--- src/rtl/tinker_fetch_queue_if.sv ---
// tinker_fetch_queue_if: bundles the instruction-memory request/response,
// decoder hand-off and redirect signals of the Tinker fetch queue.
// The master modport is the fetch queue; the slave modport is its
// surroundings (instruction memory, decoder and branch unit together).
interface tinker_fetch_queue_if;
   logic        imem_req_valid;
   logic        imem_req_ready;
   logic [63:0] imem_req_addr;
   logic        imem_resp_valid;
   logic [31:0] imem_resp_data;
   logic        inst_valid;
   logic        inst_ready;
   logic [31:0] inst_data;
   logic [63:0] inst_pc;
   logic        redirect_valid;
   logic [63:0] redirect_pc;

   modport master (
      output imem_req_valid,
      input  imem_req_ready,
      output imem_req_addr,
      input  imem_resp_valid,
      input  imem_resp_data,
      output inst_valid,
      input  inst_ready,
      output inst_data,
      output inst_pc,
      input  redirect_valid,
      input  redirect_pc
   );

   modport slave (
      input  imem_req_valid,
      output imem_req_ready,
      input  imem_req_addr,
      output imem_resp_valid,
      output imem_resp_data,
      input  inst_valid,
      output inst_ready,
      input  inst_data,
      input  inst_pc,
      output redirect_valid,
      output redirect_pc
   );
endinterface

--- src/rtl/tinker_fetch_queue.sv ---
// tinker_fetch_queue: sequential instruction prefetch for the Tinker core.
// Issues word fetches from fetch_pc, buffers returned words together with
// their PCs in an in-order queue and hands them to the decoder. Redirects
// restart fetching, flush the queue and squash responses still in flight.
// Optional feature: define FETCHQ_BYPASS_EN to forward a response straight
// to the decoder in the same cycle when the queue is empty.
module tinker_fetch_queue #(
   parameter int unsigned DEPTH    = 4,
   parameter logic [63:0] RESET_PC = 64'h2000
) (
   input  logic                 clk,
   input  logic                 reset,
   tinker_fetch_queue_if.master bus
);

   localparam int unsigned PW = $clog2(DEPTH);
   localparam int unsigned CW = PW + 1;
   localparam logic [CW:0] DEPTH_LIMIT = (CW + 1)'(DEPTH);

   // Control state.
   logic [63:0]   fetch_pc_q, fetch_pc_d;
   logic [PW-1:0] rd_ptr_q, rd_ptr_d;
   logic [PW-1:0] wr_ptr_q, wr_ptr_d;
   logic [CW-1:0] count_q, count_d;
   logic [CW-1:0] outstanding_q, outstanding_d;
   logic [CW-1:0] drop_q, drop_d;
   logic [PW-1:0] tag_rd_ptr_q, tag_rd_ptr_d;
   logic [PW-1:0] tag_wr_ptr_q, tag_wr_ptr_d;

   // Queue entries and the address tag of every request still in flight.
   // Squashed requests keep their tags until their responses return, so the
   // memory side must never hold more than DEPTH responses in flight.
   logic [31:0] entry_data_q [DEPTH];
   logic [63:0] entry_pc_q   [DEPTH];
   logic [63:0] tag_pc_q     [DEPTH];

   logic [CW:0]  in_use;
   logic         req_valid;
   logic         req_fire;
   logic         resp_live;
   logic         resp_drop;
   logic         head_valid;
   logic         bypass;
   logic         pop;
   logic         push;
   logic [63:0]  resp_pc;

   // Decode this cycle's handshakes and where a live response goes.
   // NOTE: every always_comb output gets a default before any branch;
   // a path that leaves one unassigned would infer a latch.
   always_comb begin
      in_use     = {1'b0, count_q} + {1'b0, outstanding_q};
      req_valid  = !reset && !bus.redirect_valid && (in_use < DEPTH_LIMIT);
      req_fire   = req_valid && bus.imem_req_ready;
      resp_live  = bus.imem_resp_valid && (drop_q == '0) && !bus.redirect_valid;
      resp_drop  = bus.imem_resp_valid && (drop_q != '0) && !bus.redirect_valid;
      head_valid = (count_q != '0);
      resp_pc    = tag_pc_q[tag_rd_ptr_q];
`ifdef FETCHQ_BYPASS_EN
      bypass     = !reset && !head_valid && resp_live;
`else
      bypass     = 1'b0;
`endif
      pop        = head_valid && bus.inst_ready && !bus.redirect_valid;
      // A bypassed word the decoder takes right away never enters the queue.
      push       = resp_live && !(bypass && bus.inst_ready);
   end

   // Next-state for pointers, counters and the fetch address.
   always_comb begin
      fetch_pc_d    = fetch_pc_q;
      rd_ptr_d      = rd_ptr_q;
      wr_ptr_d      = wr_ptr_q;
      count_d       = count_q;
      outstanding_d = outstanding_q;
      drop_d        = drop_q;
      tag_rd_ptr_d  = tag_rd_ptr_q;
      tag_wr_ptr_d  = tag_wr_ptr_q;

      // Every response retires the oldest tag, whether kept or squashed.
      if (bus.imem_resp_valid) begin
         tag_rd_ptr_d = tag_rd_ptr_q + PW'(1);
      end
      if (req_fire) begin
         tag_wr_ptr_d = tag_wr_ptr_q + PW'(1);
      end

      if (bus.redirect_valid) begin
         // Everything in flight becomes stale; a response returning right
         // now is one of those and is already being thrown away.
         fetch_pc_d    = bus.redirect_pc;
         rd_ptr_d      = '0;
         wr_ptr_d      = '0;
         count_d       = '0;
         outstanding_d = '0;
         drop_d        = drop_q + outstanding_q - CW'(bus.imem_resp_valid);
      end else begin
         if (req_fire) begin
            fetch_pc_d = fetch_pc_q + 64'd4;
         end
         if (push) begin
            wr_ptr_d = wr_ptr_q + PW'(1);
         end
         if (pop) begin
            rd_ptr_d = rd_ptr_q + PW'(1);
         end
         if (resp_drop) begin
            drop_d = drop_q - CW'(1);
         end
         count_d       = count_q + CW'(push) - CW'(pop);
         outstanding_d = outstanding_q + CW'(req_fire) - CW'(resp_live);
      end
   end

   // Control registers, cleared by the asynchronous reset.
   // NOTE: sequential state uses non-blocking assignments so every flop
   // samples its _d value from before the clock edge.
   always_ff @(posedge clk or posedge reset) begin
      if (reset) begin
         fetch_pc_q    <= RESET_PC;
         rd_ptr_q      <= '0;
         wr_ptr_q      <= '0;
         count_q       <= '0;
         outstanding_q <= '0;
         drop_q        <= '0;
         tag_rd_ptr_q  <= '0;
         tag_wr_ptr_q  <= '0;
      end else begin
         fetch_pc_q    <= fetch_pc_d;
         rd_ptr_q      <= rd_ptr_d;
         wr_ptr_q      <= wr_ptr_d;
         count_q       <= count_d;
         outstanding_q <= outstanding_d;
         drop_q        <= drop_d;
         tag_rd_ptr_q  <= tag_rd_ptr_d;
         tag_wr_ptr_q  <= tag_wr_ptr_d;
      end
   end

   // Write queue entries and request tags.
   // NOTE: the storage arrays have no reset; the pointers and counters
   // decide which entries are meaningful, so stale contents are never read.
   always_ff @(posedge clk) begin
      if (push) begin
         entry_data_q[wr_ptr_q] <= bus.imem_resp_data;
         entry_pc_q[wr_ptr_q]   <= resp_pc;
      end
      if (req_fire) begin
         tag_pc_q[tag_wr_ptr_q] <= fetch_pc_q;
      end
   end

   assign bus.imem_req_valid = req_valid;
   assign bus.imem_req_addr  = fetch_pc_q;
   assign bus.inst_valid     = head_valid || bypass;
   assign bus.inst_data      = bypass     ? bus.imem_resp_data :
                               head_valid ? entry_data_q[rd_ptr_q] : 32'h0;
   assign bus.inst_pc        = bypass     ? resp_pc :
                               head_valid ? entry_pc_q[rd_ptr_q] : 64'h0;

endmodule

--- src/flat_wrapper.sv ---
// flat-port wrapper written by rule: the top's interface ports become plain ports
module tinker_fetch_queue_flat 
#(
   parameter int unsigned DEPTH    = 4,
   parameter logic [63:0] RESET_PC = 64'h2000
)
  (clk, reset, bus_imem_req_valid, bus_imem_req_ready, bus_imem_req_addr, bus_imem_resp_valid, bus_imem_resp_data, bus_inst_valid, bus_inst_ready, bus_inst_data, bus_inst_pc, bus_redirect_valid, bus_redirect_pc);
  tinker_fetch_queue_if bus_i ();
  input  logic clk;
  input  logic reset;
  output wire logic [$bits(bus_i.imem_req_valid)-1:0] bus_imem_req_valid;
  input wire logic [$bits(bus_i.imem_req_ready)-1:0] bus_imem_req_ready;
  output wire logic [$bits(bus_i.imem_req_addr)-1:0] bus_imem_req_addr;
  input wire logic [$bits(bus_i.imem_resp_valid)-1:0] bus_imem_resp_valid;
  input wire logic [$bits(bus_i.imem_resp_data)-1:0] bus_imem_resp_data;
  output wire logic [$bits(bus_i.inst_valid)-1:0] bus_inst_valid;
  input wire logic [$bits(bus_i.inst_ready)-1:0] bus_inst_ready;
  output wire logic [$bits(bus_i.inst_data)-1:0] bus_inst_data;
  output wire logic [$bits(bus_i.inst_pc)-1:0] bus_inst_pc;
  input wire logic [$bits(bus_i.redirect_valid)-1:0] bus_redirect_valid;
  input wire logic [$bits(bus_i.redirect_pc)-1:0] bus_redirect_pc;
  assign bus_imem_req_valid = bus_i.imem_req_valid;
  assign bus_i.imem_req_ready = bus_imem_req_ready;
  assign bus_imem_req_addr = bus_i.imem_req_addr;
  assign bus_i.imem_resp_valid = bus_imem_resp_valid;
  assign bus_i.imem_resp_data = bus_imem_resp_data;
  assign bus_inst_valid = bus_i.inst_valid;
  assign bus_i.inst_ready = bus_inst_ready;
  assign bus_inst_data = bus_i.inst_data;
  assign bus_inst_pc = bus_i.inst_pc;
  assign bus_i.redirect_valid = bus_redirect_valid;
  assign bus_i.redirect_pc = bus_redirect_pc;
  tinker_fetch_queue #(.DEPTH(DEPTH), .RESET_PC(RESET_PC)) u_core (.clk(clk), .reset(reset), .bus(bus_i));
endmodule
--- config.mk ---
export PLATFORM = sky130hd
export DESIGN_NAME = tinker_fetch_queue_flat
export DESIGN_NICKNAME = d
export VERILOG_FILES = /design/src/rtl/tinker_fetch_queue_if.sv /design/src/rtl/tinker_fetch_queue.sv /design/src/flat_wrapper.sv
export SDC_FILE = /design/constraint.sdc
export NUM_CORES = 1
export LEC_CHECK = 0
export ABC_AREA = 0
export CORE_ASPECT_RATIO = 1.2
export CORE_MARGIN = 2
export CORE_UTILIZATION = 45
export CTS_BUF_LIST = sky130_fd_sc_hd__clkbuf_2
export CTS_CLUSTER_DIAMETER = 200
export DETAILED_ROUTE_END_ITERATION = 12
export GPL_ROUTABILITY_DRIVEN = 1
export PLACE_DENSITY = 0.75
export SETUP_SLACK_MARGIN = 0.2
export SLEW_MARGIN = 10
export SYNTH_ARGS = -nofsm -noshare
export SYNTH_HDL_FRONTEND = slang
export SYNTH_SLANG_ARGS = --single-unit
--- constraint.sdc ---
create_clock -name clk -period 5 [get_ports clk]
set_input_delay 1.25 -clock clk [delete_from_list [all_inputs] [get_ports clk]]
set_output_delay 1.25 -clock clk [all_outputs]
set_load 0.05 [all_outputs]
# After elaboration in Yosys (flattened, before gate mapping)
# Memory sizes are Yosys's and may differ from the RTL's.
# Cells that the tools add are included.
[totals]
register_bits = 81
ramBits = 640
inputBits = 102
out_inout_bits = 162
word_cells = 59
mem_count = 3
[op_classes]
n_addsub = 13
order_cmp = 1
mux = 16
n_reduce_logical = 18
[mem_list]
columns = ["name", "depth", "word_bits", "read_ports", "rd_clocked_by_memory_dff", "wr", "line", "source"]
rows = [
  ["u_core.entry_pc_q", 4, 64, 1, 0, 1, "tinker_fetch_queue.sv:34", "logic [63:0] entry_pc_q [DEPTH];"],
  ["u_core.tag_pc_q", 4, 64, 1, 0, 1, "tinker_fetch_queue.sv:35", "logic [63:0] tag_pc_q [DEPTH];"],
  ["u_core.entry_data_q", 4, 32, 1, 0, 1, "tinker_fetch_queue.sv:33", "logic [31:0] entry_data_q [DEPTH];"],
]
[ops]
columns = ["cell", "count"]
rows = [
  ["64-bit 2-to-1 mux", 3],
  ["64-bit by 3-bit adder with 64-bit output (second input constant)", 1],
  ["32-bit 2-to-1 mux", 1],
  ["3-bit 2-to-1 mux", 4],
  ["1-bit logical AND", 9],
  ["3-bit by 1-bit subtractor with 3-bit output", 3],
  ["2-bit by 1-bit adder with 2-bit output (second input constant)", 4],
  ["2-bit 2-to-1 mux", 4],
  ["2-bit nonzero test", 4],
  ["3-bit by 1-bit adder with 3-bit output", 2],
  ["3-bit nonzero test", 2],
  ["3-bit by 3-bit adder with 4-bit output", 1],
  ["4-bit by 3-bit < comparator with 1-bit output (second input constant)", 1],
  ["1-bit 2-to-1 mux", 4],
  ["3-bit adder", 1],
  ["3-bit logical NOT", 1],
  ["3-bit by 1-bit subtractor with 3-bit output (second input constant)", 1],
  ["1-bit logical NOT", 2],
]

# Depth between registers and ports, before layout
# Gate-level depths: netlist of the first run.
[logic_depth]
depth_word = 7
mapped_depth = 13
ltp_nobuf = 11

# Worst setup path before layout of the first run
# OpenSTA, ideal clock, no wires.
[synth_timing]
kind = "input-to-reg"
start = "input port bus_redirect_valid"
end = "memory u_core.entry_data_q[2][0], enable pin"
setup_ps = 466
t_arrival_ps = 4123
required_time_ps = 4534
slack_ps = 411
stages = 4
cell_sequence = "clkbuf_1 clkbuf_1 nor2_1 and2_1"
[synth_between]
elab_chain_cells = 4
[synth_lines]
columns = ["item", "line", "source"]
rows = [
  ["from (decl)", "flat_wrapper.sv:20", "input wire logic [$bits(bus_i.redirect_valid)-1:0] bus_redirect_valid;"],
  ["1-bit logical NOT", "tinker_fetch_queue.sv:55", "resp_live = bus.imem_resp_valid && (drop_q == '0) && !bus.redirect_valid;"],
  ["1-bit logical AND", "tinker_fetch_queue.sv:55", ""],
  ["1-bit 2-to-1 mux", "tinker_fetch_queue.sv:144", "if (push) begin"],
  ["1-bit 2-to-1 mux (implied by the code)", "tinker_fetch_queue.sv:145", "entry_data_q[wr_ptr_q] <= bus.imem_resp_data;"],
  ["to (decl)", "tinker_fetch_queue.sv:33", ""],
]
# Every way passes these cells.

# Final worst setup path of the first run
[layout_timing]
start = "register u_core.rd_ptr_q[0]"
end = "output port bus_inst_pc[19]"
[layout_between]
elab_chain_cells = 2
[layout_lines]
columns = ["item", "line", "source"]
rows = [
  ["from (decl)", "tinker_fetch_queue.sv:22", "logic [PW-1:0] rd_ptr_q, rd_ptr_d;"],
  ["from (signal assigned)", "tinker_fetch_queue.sv:130", "rd_ptr_q <= rd_ptr_d;"],
  ["memory read 4 x 64 bit", "-", ""],
  ["64-bit 2-to-1 mux", "tinker_fetch_queue.sv:159", "head_valid ? entry_pc_q[rd_ptr_q] : 64'h0;"],
  ["to (decl)", "flat_wrapper.sv:19", "output wire logic [$bits(bus_i.inst_pc)-1:0] bus_inst_pc;"],
]
# Every way passes these cells.

==> results.yml, run 1 <==
global_routing:
  overflow: 0
  grt_max_degree: 66
  grt_first_pass_wirelength_um: 105900
  grt_pass1_vias: 17550
  antenna_found_initial: 4
  grt.total_usage: 0.2165
worst_setup_path:
  path_buf_inv: 3
  reg2reg_slack_ns: 1.66
  crit_fanout: 15
  required_ns: 3.75
  r2r-end: "u_core.bus.imem_req_addr[59]$_DFFE_PP0P_"
  arrival_ns: 3.42
  crit_path_start_kind: "flip-flop"
  cp_top_family: "buffers and inverters"
  slowest_delay_ns: 0.55
  reg2reg_depth: 5
  cp_num_cells: 5
  reg2reg_from: "u_core.bus.imem_req_addr[4]$_DFFE_PP0P_"
  crit_slowest_cell: "mux4_2"
  critical_path.endpoint_type: "primary output"
  criticalPathCategory: "reg -> out"
  crit_chain: "buf_4, buf_16, mux4_2, and2_1, dlygate4sd2_1"
yosys:
  ys_warn_count: 0
  synth_ff_type: "edfxtp_1"
  syn_area_mm2: 0.02899
  synth_edf_count: 640
  postSynthAreaPerCell_um2: 18.61
  synth_cells: 1558
  synthArstFlopShare: 0.1123
  synth-seq-cells: 721
  syn_nets: 1683
  seq_area_frac_synth: 0.7330
  yosysUniqueCellTypes: 56
sta:
  clock_skew_ns: 0.08502
  setup_viol: 0
  fin_ws_ns: 0.3333
  rsz0062_at_grt: "true"
  final-max-slew-violation-count: 0
  maxSlewHeadroom: 0.2433
  final.min_clock_period_ns: 4.667
  tns_ns: 0
  fmax_ghz: 0.2143
  hold_viol_final: 0
  finalHoldWorstSlack_ns: 0.4720
  worstMarginPinSlew_ns: 1.135
  finalCritPeriodShare: 0.9333
clock_network:
  cts-buffers-inserted: 168
  clk_pin_slew_worst_paths_ns: 0.10
  cts_tree: "yes"
  h-tree-depth: 4
  cts_sinks: 721
  clock_path_buffers: 3
  clock_latency_ns: 1.31
  root_buffer: "clkbuf_2"
flow_run:
  drv_cap: 0
drt:
  drcViolationCount: 0
  via_count: 16640
  detail-route-antenna-nets: 0
  avgRoutedWirePerCell_um: 24.52
  initialDrtViolationCount: 1738
  viasPerCell: 5.737
  drt_wl_total_um: 71120
  dr.pass1.iters: 6
floorplan:
  fp.coreArea_mm2: 0.06356
  dieArea_mm2: 0.06647
  die_w_um: 235.7
  start_util: 0.4560
  ios: 264
  die_y_um: 282.0
  rows: 101
worst_hold_path:
  hold_path_end: "u_core.bus.imem_req_addr[13]$_DFFE_PP1P_"
  worstHoldPathCells: 3
  min_path_type: "in -> reg"
  hold_start: "bus_redirect_pc[13]"
final_layout:
  area.growth.synth_to_final_pct: 18.35
  final_net_count: 2066
  ff_latch_area_mm2: 0.02127
  final_common_cell: "edfxtp_1"
  filler_cell_count: 5059
  drive_gt1_frac: 0.2540
  final_cell_area_mm2: 0.03431
  multiInputGateArea_mm2: 0.007348
  layout_common_cells: "640 x edfxtp_1, 275 x clkbuf_2, 164 x clkdlybuf4s50_1, 160 x mux4_2, 103 x and2_1"
run_status:
  outcome: "finished clean"
pwr:
  irDropWorstVdd_mv: 0.2753
  p_comb_frac: 0.304
  switchingPower_w: 0.006125
  p_clk_frac: 0.231
  power_density_mw_per_mm2: 497.4
  netSwitchingFraction: 0.3589
  internal_power_w: 0.01094
  power.static_leakage_nw: 11.81
  p_seq_frac: 0.465
placement:
  port_buffers: 263
  dpl.hpwl_um: 42300
  dpl_worst_slack_ns: 0.9738
  placed_cell_area_mm2: 0.03275
  place_congestion: 0.8138
## layer usage
layer	global-route usage	wire (um)	up-vias
met5	0	0	-
met4	0.08574	2089	0
met3	0.05172	4795	121
met2	0.3591	35470	754
met1	0.2783	28760	8574
li1	-	-	7188
## Yosys cell counts, drive strengths merged, types with 3 or more instances
cell | number | share of area
a22oi | 11 | 0.0028
xnor2 | 12 | 0.0036
edfxtp | 640 | 0.66
mux2i | 9 | 0.0031
nor3 | 7 | 0.0012
nand3 | 55 | 0.0097
o311ai | 19 | 0.0057
and3 | 13 | 0.0028
a21oi | 12 | 0.0021
fa | 3 | 0.0021
nand2 | 73 | 0.0095
a221o | 3 | 0.0010
ha | 20 | 0.0086
nand4 | 34 | 0.0085
nor2 | 32 | 0.0041
o21ai | 28 | 0.0048
or4 | 15 | 0.0040
inv | 25 | 0.0032
and4 | 8 | 0.0025
a31oi | 10 | 0.0022
nor4 | 19 | 0.0053
xor2 | 13 | 0.0039
o211ai | 29 | 0.0075
dfrtp | 80 | 0.069
clkbuf | 52 | 0.0067
or3 | 5 | 0.0011
mux2 | 3 | 0.0012
buf | 33 | 0.0052
and2 | 111 | 0.024
mux4 | 160 | 0.12
## state kept, by name, summed over array words and instances, names as in the netlist
signal / flops
u_core.bus.imem_req_addr: 64
u_core.count_q: 3
u_core.drop_q: 3
u_core.entry_data_q: 128
u_core.entry_pc_q: 256
u_core.outstanding_q: 3
u_core.rd_ptr_q: 2
u_core.tag_pc_q: 256
u_core.tag_rd_ptr_q: 2
u_core.tag_wr_ptr_q: 2
u_core.wr_ptr_q: 2
## layout make-up
cell class / instances / area share
antenna: 1 / 0.00007294
clock inverter: 62 / 0.01287
sequential: 721 / 0.6198
tap: 824 / 0.03005
clock buffer: 242 / 0.03530
multi-input combinational: 729 / 0.2142
inverter: 25 / 0.002772
timing repair buffer: 296 / 0.08490
## tightest hold or removal path, delay by kind of cell
| family | cells | cell delay [ns] |
|---|---|---|
| AO/OA/AOI/OAI | 1 | 0.08 |
| buffers and inverters | 1 | 0.40 |
| AND/OR/NAND/NOR | 1 | 0.06 |
## power groups by stage
stage	clock network (W)	registers, W	logic (W)
after floorplan	0	0.00794	0.00354
after global placement	0	0.00801	0.00526
after detailed placement	0	0.00805	0.00536
after CTS	0.00407	0.00794	0.00527
after global routing	0.00435	0.00800	0.00550
final	0.00394	0.00793	0.00519
## worst max-delay path by stage
stage,slack [ns],endpoint,start
6_report,0.33,bus_inst_pc[19],u_core.rd_ptr_q[0]$_DFFE_PP0P_
5_1_grt,0.09,bus_inst_pc[19],u_core.rd_ptr_q[0]$_DFFE_PP0P_
4_1_cts,0.07,bus_inst_pc[34],u_core.rd_ptr_q[0]$_DFFE_PP0P_
3_5_place_dp,0.97,bus_imem_req_valid,reset
3_3_place_gp,0.92,bus_imem_req_valid,reset
2_1_floorplan,0.41,u_core.entry_data_q[2][0]$_DFFE_PP_,bus_redirect_valid
## stage by stage
stage	cells	util	power, W
final	2900	0.5397	0.01706
after detailed placement	2588	0.5151	0.01340
after CTS	2898	0.5413	0.01727
after floorplan	1558	-	0.01148
after global routing	2900	0.5397	0.01784
after global placement	2588	0.5151	0.01326
## timing repair
item                       4_1_cts  5_1_grt
pin swaps                        1        0
buffers inserted                 2        0
setup endpoints to repair       97       63
hold buffers                     0        0
cloned                           4        1
resized for setup              103       68
## cell families (layout without fill, tap and decap cells)
logic type / count (synthesis) / after routing / synth area share
xor+xnor: 25 / 25 / 0.007554
mux: 172 / 172 / 0.1286
compound gates: 124 / 124 / 0.02965
other cells: 0 / 1 / 0
flops: 721 / 721 / 0.7330
fa+ha+maj: 23 / 23 / 0.01070
buf+inv: 110 / 625 / 0.01515
simple gates: 383 / 385 / 0.07541
No activity file was read; power rests on OpenSTA's default activity.
==> run 2, diff against run 1 <==
- CTS_CLUSTER_SIZE: not set -> 12
- GPL_TIMING_DRIVEN: not set -> 1
==> results.yml, run 2 (synthesis gave the netlist of run 1 again) <==
run_status:
  outcome: "finished clean"
clock_network:
  cts_tree: "yes"
  clock_path_buffers: 3
  root_buffer: "clkbuf_2"
  cts-buffers-inserted: 70
  clk_pin_slew_worst_paths_ns: 0.25
  h-tree-depth: 3
  clock_latency_ns: 1.14
  cts_sinks: 721
  cts_setup_buffers: 0
sta:
  clock_skew_ns: 0.1213
  setup_viol: 0
  rsz0062_at_grt: "false"
  fmax_ghz: 0.2192
  maxSlewHeadroom: 0.2176
  hold_viol_final: 0
  tns_ns: 0
  finalCritPeriodShare: 0.9125
  final-max-slew-violation-count: 0
  final.min_clock_period_ns: 4.562
  worstMarginPinSlew_ns: 1.174
pwr:
  power.static_leakage_nw: 11.10
  power_density_mw_per_mm2: 464.0
  irDropWorstVdd_mv: 0.2763
placement:
  placed_cell_area_mm2: 0.03275
  place_congestion: 0.8138
  port_buffers: 263
  dpl.hpwl_um: 42300
final_layout:
  final_net_count: 1964
  filler_cell_count: 5107
  layout_common_cells: "640 x edfxtp_1, 166 x clkdlybuf4s50_1, 160 x mux4_2, 106 x clkbuf_2, 103 x and2_1"
  reg_top3: "u_core.entry_pc_q x256, u_core.tag_pc_q x256, u_core.entry_data_q x128"
  drive_gt1_frac: 0.1805
  final_common_cell: "edfxtp_1"
  area.growth.synth_to_final_pct: 14.68
  final_cell_area_mm2: 0.03324
floorplan:
  die_y_um: 282.0
  ios: 264
  rows: 101
  fp.coreArea_mm2: 0.06356
  die_w_um: 235.7
  start_util: 0.4560
  dieArea_mm2: 0.06647
worst_setup_path:
  required_ns: 3.75
  crit_path_start_kind: "flip-flop"
  criticalPathCategory: "reg -> out"
  arrival_ns: 3.31
  crit_fanout: 24
  critical_path.endpoint_type: "primary output"
flow_run:
  drv_cap: 0
drt:
  avgRoutedWirePerCell_um: 25.65
  drt_wl_total_um: 69370
  dr.pass1.iters: 6
  viasPerCell: 5.893
  detail-route-antenna-nets: 0
  drcViolationCount: 0
  initialDrtViolationCount: 1733
  via_count: 15940
global_routing:
  grt_pass1_vias: 16510
  overflow: 0
  grt_max_degree: 66
  antenna_found_initial: 4
  grt_first_pass_wirelength_um: 103700
  grt.total_usage: 0.2110
worst_hold_path:
  min_path_type: "reg -> reg"
[run 2: changes by cell type in the layout (fill, tap and decap cells not counted), moves of 2 or more]
cell and delta:
clkdlybuf4s50_1 +2, clkinvlp_4 -3, dlygate4sd2_1 +32, inv_2 +2, clkinv_1 -42, bufinv_16 -7
clkinv_2 -7, clkbuf_2 -169
[run 2: path summary, 6_finish.rpt]
path | start | end | slack [ns] | cells past startpoint
max in group asynchronous | reset | u_core.bus.imem_req_addr[6]$_DFFE_PP0P_ | 3.22 | 3
hold / removal | u_core.drop_q[2]$_DFFE_PP0P_ | u_core.drop_q[2]$_DFFE_PP0P_ | 0.50 | 1
min in group asynchronous | reset | u_core.outstanding_q[2]$_DFF_PP0_ | 0.67 | 2
hold reg to reg | u_core.drop_q[2]$_DFFE_PP0P_ | u_core.drop_q[2]$_DFFE_PP0P_ | 0.50 | 1
setup reg to reg | u_core.bus.imem_req_addr[2]$_DFFE_PP0P_ | u_core.bus.imem_req_addr[47]$_DFFE_PP0P_ | 1.71 | 5
setup / recovery | u_core.count_q[1]$_DFF_PP0_ | bus_inst_valid | 0.44 | 3
[run 2: worst max-delay path: stages, from the launching register on]
cell and delay [ns]:
dfrtp_2 0.59, or3_4 0.60, buf_4 0.27, clkdlybuf4s50_1 0.71
[run 2: through the flow]
stage,hold WS (ns),utilization,cells,worst slack (ns),total power [W]
5_1_grt,0.5309,0.5230,2704,0.2689,0.01611
4_1_cts,0.5033,0.5230,2702,0.1899,0.01560
3_5_place_dp,0.4768,0.5151,2588,0.9738,0.01340
3_3_place_gp,0.4756,0.5151,2588,0.9243,0.01326
6_report,0.5019,0.5230,2704,0.4377,0.01542
2_1_floorplan,0.4540,-,1558,0.4114,0.01148
[run 2: report_power, final]
part	switching (W)	internal (W)	leakage, nW
logic	0.00321	0.00191	3.88
registers	0.000610	0.00733	6.76
clock network	0.00182	0.000548	0.463
total	0.00563	0.00979	11.1
[run 2: cell type report]
class,count,area [um^2],area share
flip-flops and latches,721,21270,0.6397
multi-input cells,729,7348,0.2210
well taps,824,1031,0.03101
repair buffers,292,2943,0.08852
diodes,2,5.005,0.0001505
clock inverters,5,26.28,0.0007904
clock buffers,106,530.5,0.01596
inverters,25,95.09,0.002860
[run 2: what timing repair did]
item,CTS,global route
gates resized for setup,101,1
hold buffers,0,0
pin swaps,1,0
endpoints found under the setup margin,97,1
gates cloned,3,0
[run 2: metal layers]
| layer | track usage | vias to the layer above | routed length (um) |
|---|---|---|---|
| li1 | - | 6858 | - |
| met1 | 0.2830 | 8262 | 28760 |
| met2 | 0.3525 | 704 | 34260 |
| met3 | 0.03289 | 112 | 4238 |
| met4 | 0.07937 | 0 | 2109 |
| met5 | 0 | - | 0 |
==> run 3, diff against run 2 <==
- REMOVE_ABC_BUFFERS: not set -> 1
==> results.yml, run 3 (synthesis gave the netlist of run 1 again) <==
run_status:
  outcome: "finished clean"
floorplan:
  ios: 264
  die_w_um: 235.7
  fp.coreArea_mm2: 0.06356
  rows: 101
  start_util: 0.4560
  dieArea_mm2: 0.06647
  die_y_um: 282.0
clock_network:
  h-tree-depth: 3
  cts_sinks: 721
  holdBufCountCts: 0
  clock_path_buffers: 3
  clk_pin_slew_worst_paths_ns: 0.22
  cts-buffers-inserted: 70
  clock_latency_ns: 1.13
  cts_tree: "yes"
  root_buffer: "clkbuf_2"
global_routing:
  antenna_found_initial: 5
  overflow: 0
  grt.total_usage: 0.2145
  grt_first_pass_wirelength_um: 104400
  grt_pass1_vias: 16270
  grt_max_degree: 66
final_layout:
  drive_gt1_frac: 0.1827
  area.growth.synth_to_final_pct: 14.92
  stdcell_count: 2710
  layout_common_cells: "640 x edfxtp_1, 166 x clkdlybuf4s50_1, 160 x mux4_2, 105 x clkbuf_2, 103 x and2_1"
  final_net_count: 1970
  reg_top3: "u_core.entry_pc_q x256, u_core.tag_pc_q x256, u_core.entry_data_q x128"
  final_core_utilization: 0.5241
  final_common_cell: "edfxtp_1"
drt:
  drt_wl_total_um: 70570
  dr.pass1.iters: 6
  detail-route-antenna-nets: 0
  via_count: 15900
  initialDrtViolationCount: 1776
  avgRoutedWirePerCell_um: 26.04
  drcViolationCount: 0
  viasPerCell: 5.866
sta:
  clock_skew_ns: 0.08597
  fmax_ghz: 0.2191
  worstMarginPinSlew_ns: 1.134
  setup_viol: 0
  fin_ws_ns: 0.4365
  maxSlewHeadroom: 0.2380
  tns_ns: 0
  final-max-slew-violation-count: 0
  rsz0062_at_grt: "false"
  finalCritPeriodShare: 0.9127
  final.min_clock_period_ns: 4.564
  hold_viol_final: 0
worst_hold_path:
  min_path_type: "reg -> reg"
  worstHoldPathCells: 1
placement:
  dpl.hpwl_um: 42670
  dpl_worst_slack_ns: 0.9652
  dp_cells: 2593
  place_congestion: 0.8570
  port_buffers: 263
worst_setup_path:
  crit_slowest_cell: "dfrtp_4"
  cp_top_family: "buffers and inverters"
  crit_chain: "bufbuf_16, mux4_2, and2_1, dlygate4sd2_1"
  criticalPathCategory: "reg -> out"
  critical_path.endpoint_type: "primary output"
  path_buf_inv: 2
  arrival_ns: 3.31
  crit_fanout: 33
  cp_num_cells: 4
  required_ns: 3.75
  slowest_delay_ns: 0.58
  reg2reg_depth: 5
  crit_path_start_kind: "flip-flop"
pwr:
  power.static_leakage_nw: 11.16
  irDropWorstVdd_mv: 0.3057
  total_power_w: 0.01539
  power_density_mw_per_mm2: 462.1
flow_run:
  drv_cap: 0
## run 3: cell types whose count changed in the layout (fill, tap and decap cells not counted)
cell            previous run  this run
dlygate4sd2_1             96        95
diode_2                    2         3
buf_12                    14        12
inv_2                      5         4
or3_4                      2         1
dlymetal6s2s_1             0         1
clkbuf_2                 106       105
bufbuf_16                  0         1
bufinv_16                  0         1
buf_4                     14        22
## run 3: path summary, 6_finish.rpt
path | from | end | slack, ns
hold / removal | u_core.drop_q[2]$_DFFE_PP0P_ | u_core.drop_q[2]$_DFFE_PP0P_ | 0.52
max in group asynchronous | reset | u_core.bus.imem_req_addr[13]$_DFFE_PP1P_ | 3.54
setup / recovery | u_core.rd_ptr_q[0]$_DFFE_PP0P_ | bus_inst_pc[12] | 0.44
setup reg to reg | u_core.bus.imem_req_addr[5]$_DFFE_PP0P_ | u_core.bus.imem_req_addr[59]$_DFFE_PP0P_ | 1.32
min in group asynchronous | reset | u_core.count_q[0]$_DFF_PP0_ | 0.55
hold reg to reg | u_core.drop_q[2]$_DFFE_PP0P_ | u_core.drop_q[2]$_DFFE_PP0P_ | 0.52
## run 3: timing repair
item	4_1_cts	5_1_grt
gates resized for setup	102	1
buffers inserted	2	0
setup endpoints to repair	96	1
cloned	2	0
pin swaps	0	0
## run 3: area by class of cell
cell class                      instances  area, um^2
Timing Repair Buffer                  299        2999
Multi-Input combinational cell        728        7337
Tap cell                              824        1031
Inverter                               25       95.09
Clock inverter                          5       52.55
Clock buffer                          105       525.5
Fill cell                            5110       30250
Sequential cell                       721       21270
Antenna cell                            3       7.507
## run 3: metal layers
metal  up-vias  part of all wire  track usage
met5         -           0.00027            0
met4         4             0.026      0.07366
met3       110             0.071      0.04109
met2       664              0.50       0.3587
met1      8252              0.40       0.2846
li1       6866                 -            -
## run 3: metrics by stage
step / area (um^2) / hold WS, ns
after detailed placement: 32730 / 0.4888
final: 33310 / 0.5195
after CTS: 33300 / 0.3926
after global placement: 32730 / 0.4697
after floorplan: 28640 / 0.4540
after global routing: 33310 / 0.4869
## run 3: where the power goes
group          switching (W)  internal, W  total [W]
sequential          0.000553      0.00733    0.00789
combinational        0.00318      0.00192    0.00510
clock                0.00181     0.000595    0.00241
total                0.00555      0.00985     0.0154
